File: src/rtl/dmem_arbiter.sv
`default_nettype none
// ============================================================================
// Module      : dmem_arbiter
// Description : Round-robin two-master arbiter in front of the single-ported
//               dmem. Supports locked bursts and rejects out-of-range addresses.
// Revision    : 1.0 - initial release
// ============================================================================
module dmem_arbiter #(
  parameter int unsigned MAX_BURST = 8,
  parameter logic [31:0] DMEM_TOP  = 32'h003F_FFFF
) (
  input  logic        clk,
  input  logic        reset,
  // master 0 (CPU load/store path)
  input  logic        m0_req,
  input  logic        m0_lock,
  input  logic [31:0] m0_addr,
  input  logic [31:0] m0_wdata,
  input  logic [3:0]  m0_we,
  output logic        m0_gnt,
  output logic        m0_rvalid,
  output logic        m0_err,
  output logic [31:0] m0_rdata,
  // master 1 (peripheral DMA port)
  input  logic        m1_req,
  input  logic        m1_lock,
  input  logic [31:0] m1_addr,
  input  logic [31:0] m1_wdata,
  input  logic [3:0]  m1_we,
  output logic        m1_gnt,
  output logic        m1_rvalid,
  output logic        m1_err,
  output logic [31:0] m1_rdata,
  // dmem side
  output logic [31:0] daddr,
  output logic [31:0] dwdata,
  output logic [3:0]  dwe,
  input  logic [31:0] drdata
);

  localparam logic [7:0] C_MAX_BURST = 8'(MAX_BURST);

  typedef enum logic [0:0] {
    IDLE   = 1'b0,
    ACCESS = 1'b1
  } state_t;

  state_t      r_state;
  state_t      w_state_nxt;

  logic        r_owner;      // master performing (or last performing) an access
  logic        r_last;       // most recent winner, for round-robin
  logic        r_locked;     // owner holds burst ownership
  logic [7:0]  r_burst_cnt;  // grants so far in the locked sequence
  logic [31:0] r_addr;
  logic [31:0] r_wdata;
  logic [3:0]  r_we;

  logic [1:0]  w_req;
  logic [1:0]  w_lock;
  logic        w_grant;
  logic        w_winner;
  logic        w_cont;       // grant continues an existing locked burst
  logic        w_lock_eff;   // lock still in force after the current access
  logic        w_oor;
  logic [31:0] w_sel_addr;
  logic [31:0] w_sel_wdata;
  logic [3:0]  w_sel_we;

  assign w_req  = {m1_req, m0_req};
  assign w_lock = {m1_lock, m0_lock};
  assign w_oor  = (r_addr > DMEM_TOP);

  assign w_sel_addr  = w_winner ? m1_addr  : m0_addr;
  assign w_sel_wdata = w_winner ? m1_wdata : m0_wdata;
  assign w_sel_we    = w_winner ? m1_we    : m0_we;

  // A burst that has reached its limit is treated as released at the end of
  // its final access, so the waiting master can be granted back-to-back.
  assign w_lock_eff = r_locked && (r_burst_cnt != C_MAX_BURST);

  // Next-state and grant selection
  always_comb begin
    w_grant     = 1'b0;
    w_winner    = 1'b0;
    w_cont      = 1'b0;
    w_state_nxt = IDLE;
    case (r_state)
      IDLE: begin
        if (r_locked && w_req[r_owner] && w_lock[r_owner]) begin
          w_grant  = 1'b1;
          w_winner = r_owner;
          w_cont   = 1'b1;
        end else if (|w_req) begin
          w_grant  = 1'b1;
          w_winner = (&w_req) ? ~r_last : w_req[1];
        end
      end
      ACCESS: begin
        // the owner's own req here is the request just served; ignore it
        if (w_req[~r_owner] && !w_lock_eff) begin
          w_grant  = 1'b1;
          w_winner = ~r_owner;
        end
      end
      default: ;
    endcase
    if (w_grant) begin
      w_state_nxt = ACCESS;
    end
  end

  // State register
  always_ff @(posedge clk or posedge reset) begin
    if (reset) begin
      r_state <= IDLE;
    end else begin
      r_state <= w_state_nxt;
    end
  end

  // Payload latch, ownership, round-robin pointer and burst tracking
  always_ff @(posedge clk or posedge reset) begin
    if (reset) begin
      r_owner     <= 1'b0;
      r_last      <= 1'b1;
      r_locked    <= 1'b0;
      r_burst_cnt <= 8'd0;
      r_addr      <= 32'd0;
      r_wdata     <= 32'd0;
      r_we        <= 4'd0;
    end else if (w_grant) begin
      r_owner  <= w_winner;
      r_last   <= w_winner;
      r_addr   <= w_sel_addr;
      r_wdata  <= w_sel_wdata;
      r_we     <= w_sel_we;
      r_locked <= w_lock[w_winner];
      if (w_cont) begin
        r_burst_cnt <= r_burst_cnt + 8'd1;
      end else begin
        r_burst_cnt <= w_lock[w_winner] ? 8'd1 : 8'd0;
      end
    end else if (r_state == IDLE) begin
      r_locked    <= 1'b0;
      r_burst_cnt <= 8'd0;
    end else begin
      r_locked    <= w_lock_eff;
      r_burst_cnt <= w_lock_eff ? r_burst_cnt : 8'd0;
    end
  end

  // Response registers: rvalid pulses the cycle after the access
  always_ff @(posedge clk or posedge reset) begin
    if (reset) begin
      m0_rvalid <= 1'b0;
      m1_rvalid <= 1'b0;
      m0_err    <= 1'b0;
      m1_err    <= 1'b0;
      m0_rdata  <= 32'd0;
      m1_rdata  <= 32'd0;
    end else begin
      m0_rvalid <= 1'b0;
      m1_rvalid <= 1'b0;
      if (r_state == ACCESS) begin
        if (r_owner) begin
          m1_rvalid <= 1'b1;
          m1_err    <= w_oor;
          m1_rdata  <= w_oor ? 32'd0 : drdata;
        end else begin
          m0_rvalid <= 1'b1;
          m0_err    <= w_oor;
          m0_rdata  <= w_oor ? 32'd0 : drdata;
        end
      end
    end
  end

  // dmem drive and grants; derived from state so reset kills a write at once
  assign m0_gnt = (r_state == ACCESS) && !r_owner;
  assign m1_gnt = (r_state == ACCESS) &&  r_owner;
  assign daddr  = r_addr;
  assign dwdata = r_wdata;
  assign dwe    = ((r_state == ACCESS) && !w_oor) ? r_we : 4'd0;

endmodule
`default_nettype wire

File: config.mk
export PLATFORM = sky130hd
export DESIGN_NAME = dmem_arbiter
export DESIGN_NICKNAME = d
export VERILOG_FILES = /design/src/rtl/dmem_arbiter.sv
export SDC_FILE = /design/constraint.sdc
export NUM_CORES = 1
export LEC_CHECK = 0
export ABC_CLOCK_PERIOD_IN_PS = 4200
export CAP_MARGIN = 5
export CORE_MARGIN = 2
export CORE_UTILIZATION = 30
export DETAILED_ROUTE_END_ITERATION = 10
export DONT_BUFFER_PORTS = 1
export RECOVER_POWER = 100
export SYNTH_ARGS = -nofsm -noshare
export SYNTH_HDL_FRONTEND = slang
export SYNTH_SLANG_ARGS = --single-unit
export TNS_END_PERCENT = 30
File: constraint.sdc
create_clock -name clk -period 4.2 [get_ports clk]
set_input_delay 0.42 -clock clk [delete_from_list [all_inputs] [get_ports clk]]
set_output_delay 0.42 -clock clk [all_outputs]
set_load 0.005 [all_outputs]
; ---- Yosys cells after proc, flatten, opt, wreduce, memory -nomap -nowiden
; Cells that the tools add are included.
[totals]
word_cells = 74
output_inout_bits = 138
inputBits = 174
regBits = 148
[classes]
n_reduce_logical = 14
magnitude_cmp = 4
bitwise = 3
mux = 36
n_eq_ne = 2
add_sub_neg = 1
[op_table]
columns = operator, count
row1 = $mux 32, 3
row2 = $gt 32x22->1 const B, 1
row3 = $mux 8, 4
row4 = $mux 1, 25
row5 = $add 8x1->8 const B, 1
row6 = $mux 4, 2
row7 = $ne 8x4->1 const B, 1
row8 = $logic_and 1x1->1, 7
row9 = $lt 1x2->1 const B, 3
row10 = $reduce_and 2->1, 3
row11 = $pmux 1 s2, 2
row12 = $logic_not 1->1, 3
row13 = $ne 3x3->1 const B, 1
row14 = $not 1->1, 3
row15 = $reduce_or 2->1, 1

; ---- Longest topological paths before layout
; Gate-level depths: netlist (run 1).
[depth]
depth_word = 11
depth_mapped = 10
mapped_depth_nobuf = 8

; ---- Worst setup path after synthesis (run 1)
; Ideal clock, no wire load.
[synth_timing]
path_type = flip-flop to flip-flop
startpoint = register r_burst_cnt[0]
endpoint = register r_addr[31] (netlist: daddr[31])
setup_time_ns = 0.123
period_less_slack_ns = 2.039
required_ns = 4.077
path_buffers = 2
path_stages_with_launch = 10
slack_ns = 2.161
arrival_ns = 1.917
cell_sequence = dfrtp_1 > inv_1 > ha_1 > nor4b_4 > a311oi_2 > or3_4 > inv_2 > buf_6 > buf_4 > a21oi_2
[synth_via]
elab_chain_cells = 7
word_cells_on_any_way = 9
classes_between = eq/ne: 1 / mux: 5 / reduce/logical: 3
[synth_lines]
columns = element, line
row1 = from (decl), 54  ; logic [7:0] r_burst_cnt;
row2 = from (signal assigned), 140  ; r_burst_cnt <= r_burst_cnt + 8'd1;
row3 = from (signal assigned), 142  ; r_burst_cnt <= w_lock[w_winner] ? 8'd1 : 8'd0;
row4 = from (signal assigned), 149  ; r_burst_cnt <= w_lock_eff ? r_burst_cnt : 8'd0;
row5 = $ne 8x4->1 *, 80  ; assign w_lock_eff = r_locked && (r_burst_cnt != C_MAX_BURST);
row6 = $logic_and 1x1->1 *, 80
row7 = $logic_not 1->1 *, 101  ; if (w_req[~r_owner] && !w_lock_eff) begin
row8 = $logic_and 1x1->1 *, 101
row9 = $mux 1, 101
row10 = $pmux 1 s2, 88  ; case (r_state)
row11 = $mux 32, 74  ; assign w_sel_addr = w_winner ? m1_addr : m0_addr;
row12 = to (signal assigned), 135  ; r_addr <= w_sel_addr;
row13 = to (decl), 55  ; logic [31:0] r_addr;
; Mark *: on every way between the ends. The rest lies on a longest branch, timed or not.
; A chain may end at the register's enable or synchronous reset.

; ---- Worst setup path after layout (run 1)
[layout_timing]
startpoint = register r_burst_cnt[0]
endpoint = register r_wdata[10] (netlist: dwdata[10])
[layout_via]
elab_chain_cells = 7
word_cells_on_any_way = 9
classes_between = eq/ne: 1 / mux: 5 / reduce/logical: 3
[layout_lines]
columns = element, line
row1 = $ne 8x4->1 *, 80
row2 = $logic_and 1x1->1 *, 80
row3 = $logic_not 1->1 *, 101
row4 = $logic_and 1x1->1 *, 101
row5 = $mux 1, 101
row6 = $pmux 1 s2, 88
row7 = $mux 32, 75  ; assign w_sel_wdata = w_winner ? m1_wdata : m0_wdata;
row8 = to (signal assigned), 136  ; r_wdata <= w_sel_wdata;
row9 = to (decl), 56  ; logic [31:0] r_wdata;
; Marked as above.

==> impl_metrics.yaml, run 1 <==
run_status:
  status: "finished, violations left"
  violations: "max-capacitance violations, max-slew violations"
placed_design:
  dp_worst_setup_slack_ns: 1.54
  place.gp.congestion: 0.760
  place_hpwl_um: 11500
  dp.cells: 878
  dpl_cell_area_um2: 6790
  io_buffers: 0
power:
  clkPwrFrac_pct: 28.8
  max-vdd-ir-drop_mv: 0.261
  switching_power_w: 0.00195
  p_per_area_nw_per_um2: 711
  switching_share_pct: 37.4
  power_frac_seq_pct: 41.7
  p_int_w: 0.00326
  p_leak_nw: 3.29
  combPwrFrac_pct: 29.5
global_route:
  grt_pass1_vias: 4303
  antenna_found_initial: 0
  grt-ovfl-total: 0
  grt_max_degree: 89
  busiest_layer: "met2"
  grt_use_met1_pct: 15.7
  use_met2_pct: 22.7
  track_usage_pct: 13.5
  use_met3_pct: 6.16
  grt_first_pass_wirelength_um: 24600
timing:
  tns_ns: 0
  setup_viol: 0
  max_freq_mhz: 327
  period_minus_slack_ns: 3.06
  period_share_pct: 72.9
  rsz0062_at_grt: "false"
  tightestPinTransition_ns: 2.17
  finalWorstSetupSlack_ns: 1.14
  slew_headroom_pct: -44.9
  slew_viol_final: 89
  skew_ns: 0.0114
  hold_viol: 0
clock_tree:
  clock_path_buffers: 2
  insertion_delay_ns: 0.41
  cts_resized: 0
  cts-buffers-inserted: 17
  clock-sinks: 148
  cts_tree: "done"
  htree_levels: 4
  clk_pin_slew_ns: 0.06
  clock_tree.root_cell: "clkbuf_16"
cells_and_area:
  fin_cells: 911
  diodes: 0
  fin_nets: 794
  area_growth_pct: 11.4
  design_area_um2: 7330
  final_core_util_pct: 33.8
  mostFrequentLayoutCell: "dfrtp_1"
  layout-drive-gt1-share_pct: 14.9
  mostFrequentLayoutCells: "dfrtp_1, nand2_1, o21ai_0, nor2_1, mux2i_1"
detailed_routing:
  viasPerCell: 4.83
  routed_wl_um: 15900
  drtIter0Drc: 243
  first_pass_iters: 4
  via_count: 4398
  ant_nets: 0
  wl_per_cell_um: 17.5
  route.detailed.drc: 0
die:
  core_um2: 21700
  rows: 54
  die_w_um: 152
  die_area_um2: 23100
  initial_utilization_pct: 30.3
  die_height_um: 152
  ios: 312
synth:
  yosys_warnings: 0
  synth_ff_type: "dfrtp_1"
  syn_nets: 808
  syn_area_um2: 6580
  synth_edf_count: 0
  synth_seq_cells: 148
  synth_cells: 632
  synth_async_sr_flop_share_pct: 100
  syn_area_per_cell_um2: 10.4
  netlist-cell-type-count: 35
  ys_seq_area_share_pct: 56.3
setup_path:
  setup.worst_path.class: "register to register"
  required_ns: 4.54
  reg2reg_slack_ns: 1.14
  cp-startpoint: "r_burst_cnt[0]"
  r2r_start: "r_burst_cnt[0]"
  startpoint_type: "register"
  reg2reg_depth: 9
  r2r_end: "dwdata[10]"
  crit_fanout: 32
  critPathArrivalTime_ns: 3.40
  cp-end-kind: "register"
min_path:
  holdPathStages: 2
  hp-class: "input port to register"
  min-delay-start: "drdata[25]"
  min_to: "m0_rdata[25]"
flow_run:
  drv_cap: 1
-- flip-flops by register name (all words and copies together), names as in the netlist --
name,flops
daddr,32
dwdata,32
m0_err,1
m0_rdata,32
m0_rvalid,1
m1_err,1
m1_rdata,32
m1_rvalid,1
r_burst_cnt,8
r_last,1
r_locked,1
r_owner,1
r_state,1
r_we,4
-- power groups by stage --
stage	Sequential [W]	Clock (W)	Combinational (W)
CTS	0.00219	0.00156	0.00158
floorplan	0.00205	0	0.00145
detailed placement	0.00220	0	0.00159
global placement	0.00221	0	0.00155
finish	0.00217	0.00150	0.00154
global route	0.00222	0.00162	0.00173
-- layer usage --
metal / routed length (um) / vias up
li1: - / 2114
met3: 1720 / 9
met2: 7860 / 240
met4: 144 / 0
met1: 6190 / 2035
met5: 0 / -
-- per-stage QoR --
stage	hold WS [ns]	power [W]
6_report	0.165	0.00521
5_1_grt	0.161	0.00558
4_1_cts	0.138	0.00533
3_5_place_dp	0.279	0.00379
3_3_place_gp	0.283	0.00375
2_1_floorplan	0.460	0.00350
-- timing repair --
item	CTS	global route
endpoints found under the setup margin	0	0
buffers inserted	0	0
endpoints found under the hold margin	12	0
hold buffers	1	0
-- cell type report --
cell class                 count  area [um2]
sequential                   148        3700
fill                        2211       14400
inverter                      10        41.3
timing repair buffer           9        92.6
clock buffer                  19         433
tap                          280         350
clock inverter                13         149
multi-input combinational    432        2560
-- logic make-up after synthesis --
| family | share of synthesized area, % |
|---|---|
| AO/OA/AOI/OAI | 15.6 |
| XOR/XNOR | 0.266 |
| adder cells (fa/ha/maj) | 0.380 |
| buffers and inverters | 4.47 |
| flip-flops | 56.3 |
| multiplexers | 10.5 |
| AND/OR/NAND/NOR | 12.4 |
-- cell usage after synthesis, drive strengths merged (7+ instances only) --
cell type,instances,share of area [%]
dfrtp,147,56
nand2,109,6.2
o21ai,76,5.8
nor2,74,4.2
a21oi,70,8.2
mux2i,69,11
buf,27,3.0
clkbuf,15,0.86
inv,10,0.57
and3,7,0.67
-- how the worst max path moves through the flow --
| stage | endpoint | slack, ns | cells past startpoint |
|---|---|---|---|
| global placement | daddr[26] | 1.61 | 9 |
| global route | m1_rdata[1] | 0.67 | 3 |
| floorplan | daddr[0] | 1.92 | 1 |
| CTS | dwdata[10] | 1.53 | 9 |
| detailed placement | dwdata[16] | 1.54 | 9 |
| finish | dwdata[10] | 1.14 | 9 |
-- critical path, stage by stage (launching register included) --
cell	delay (ns)
dfrtp_1	0.41
inv_1	0.09
ha_1	0.14
nor4b_1	0.43
a311oi_1	0.39
or3_1	0.54
inv_4	0.32
buf_4	0.43
nor2_1	0.09
a21oi_2	0.11
No activity file was read; power rests on OpenSTA's default activity.
==> run 2, diff against run 1 <==
- ABC_CLOCK_PERIOD_IN_PS: 4200 -> 2800
- clock period: 4.2 -> 2.8 ns (I/O delays scaled with it)
==> run 2 against run 1 <==
Net effect: the run still ends with max-capacitance violations, max-slew violations left; clock skew up 0.0017 ns; critical path depth down 5; sequential cell count unchanged; highest routed layer unchanged; sequential power up 50%; critical endpoint is now dwe[1]; hold slack worse by 0.14 ns.
==> impl_metrics.yaml, run 2 (synthesis results as in run 1) <==
cells_and_area:
  area_growth_pct: 13.3
  fin_cells: 918
  mostFrequentLayoutCells: "dfrtp_1, nand2_1, o21ai_0, nor2_1, mux2i_1"
  mostFrequentLayoutCell: "dfrtp_1"
  fillCellCount: 2185
  layout-drive-gt1-share_pct: 15.7
  fin_nets: 802
  design_area_um2: 7450
  diodes: 0
die:
  die_area_um2: 23100
  ios: 312
  rows: 54
  die_height_um: 152
  core_um2: 21700
  initial_utilization_pct: 30.3
  die_w_um: 152
min_path:
  hp-class: "input port to register"
  holdPathStages: 2
  min-delay-start: "drdata[3]"
  min_to: "m0_rdata[3]"
setup_path:
  reg2reg_depth: 9
  cp_slowest_cell: "or4_1"
  cp_cell_sequence: "or4_1 > nor4_2 > buf_12 > and3_1"
  reg2reg_slack_ns: 0.24
  r2r_end: "dwdata[3]"
  required_ns: 2.52
  slowest_delay_ns: 0.64
  crit_fanout: 38
  startpoint_type: "register"
  critPathArrivalTime_ns: 2.32
  r2r_start: "r_burst_cnt[0]"
  setup.worst_path.class: "register to output port"
  cp-end-kind: "output port"
  cp-startpoint: "daddr[26]"
detailed_routing:
  wl_per_cell_um: 17.5
  routed_wl_um: 16100
  first_pass_iters: 6
  drtIter0Drc: 202
  route.detailed.drc: 0
  via_count: 4430
  ant_nets: 0
  viasPerCell: 4.83
timing:
  hold_viol: 0
  tightestPinTransition_ns: 1.65
  rsz0062_at_grt: "false"
  finalWorstSetupSlack_ns: 0.196
  tns_ns: 0
  period_share_pct: 93.0
  period_minus_slack_ns: 2.60
  setup_viol: 0
  max_freq_mhz: 384
  slew_headroom_pct: -10.6
  slew_viol_final: 34
  skew_ns: 0.0131
clock_tree:
  cts_hold_buf: 3
  htree_levels: 4
  cts_resized: 0
  insertion_delay_ns: 0.41
  clk_pin_slew_ns: 0.06
  clock_path_buffers: 2
  clock-sinks: 148
  cts-buffers-inserted: 17
  postCtsSetupRepairBufs: 0
  clock_tree.root_cell: "clkbuf_16"
  cts_tree: "done"
global_route:
  grt_pass1_vias: 4412
  antenna_found_initial: 0
  track_usage_pct: 14.0
  grt-ovfl-total: 0
  grt_max_degree: 72
  grt_first_pass_wirelength_um: 25200
placed_design:
  place.gp.congestion: 0.804
  dpl_cell_area_um2: 6870
  io_buffers: 0
  dp_worst_setup_slack_ns: 0.473
  dp.cells: 884
  place_hpwl_um: 11800
power:
  p_leak_nw: 3.36
  p_per_area_nw_per_um2: 1070
  max-vdd-ir-drop_mv: 0.381
flow_run:
  drv_cap: 1
run_status:
  violations: "max-capacitance violations, max-slew violations"
  status: "finished, violations left"
==> run 2: metal layers <==
layer / track usage [%] / up-vias / part of all wire (%)
met4: 5.74 / 0 / 2.1
met5: 0 / - / 0
met2: 22.7 / 233 / 48
met3: 6.22 / 16 / 11
met1: 16.1 / 2048 / 39
li1: - / 2133 / -
==> run 2: stage by stage <==
stage / hold WS (ns) / utilization (%) / power (W)
finish: 0.0297 / 34.4 / 0.00796
global route: 0.0180 / 34.4 / 0.00853
CTS: 0.00490 / 34.5 / 0.00814
detailed placement: 0.349 / 31.7 / 0.00578
global placement: 0.350 / 31.7 / 0.00573
floorplan: 0.424 / - / 0.00526
==> run 2: power by group <==
part	internal (W)	switching, W	leakage [nW]
Clock	0.00140	0.000901	0.284
Combinational	0.000916	0.00147	1.22
Sequential	0.00272	0.000548	1.86
==> run 2: final cells by class <==
class                           instances  area (um2)  share of cell area, %
Inverter                               10        38.8                  0.521
Sequential cell                       148        3700                   49.7
Clock buffer                           19         433                   5.81
Clock inverter                         12         155                   2.08
Tap cell                              280         350                   4.70
Multi-Input combinational cell        432        2580                   34.6
Timing Repair Buffer                   17         189                   2.54
==> run 2: worst max path at each step <==
stage	depth (start not counted)	end
2_1_floorplan	1	daddr[0]
3_3_place_gp	9	dwdata[30]
3_5_place_dp	9	dwdata[3]
4_1_cts	4	dwe[1]
5_1_grt	9	dwdata[25]
6_report	4	dwe[1]
==> run 2: critical path: cells and delay by family (launching register included) <==
family	cells	cell delay (ns)
flops	1	0.43
simple gates	3	1.22
buf+inv	1	0.25
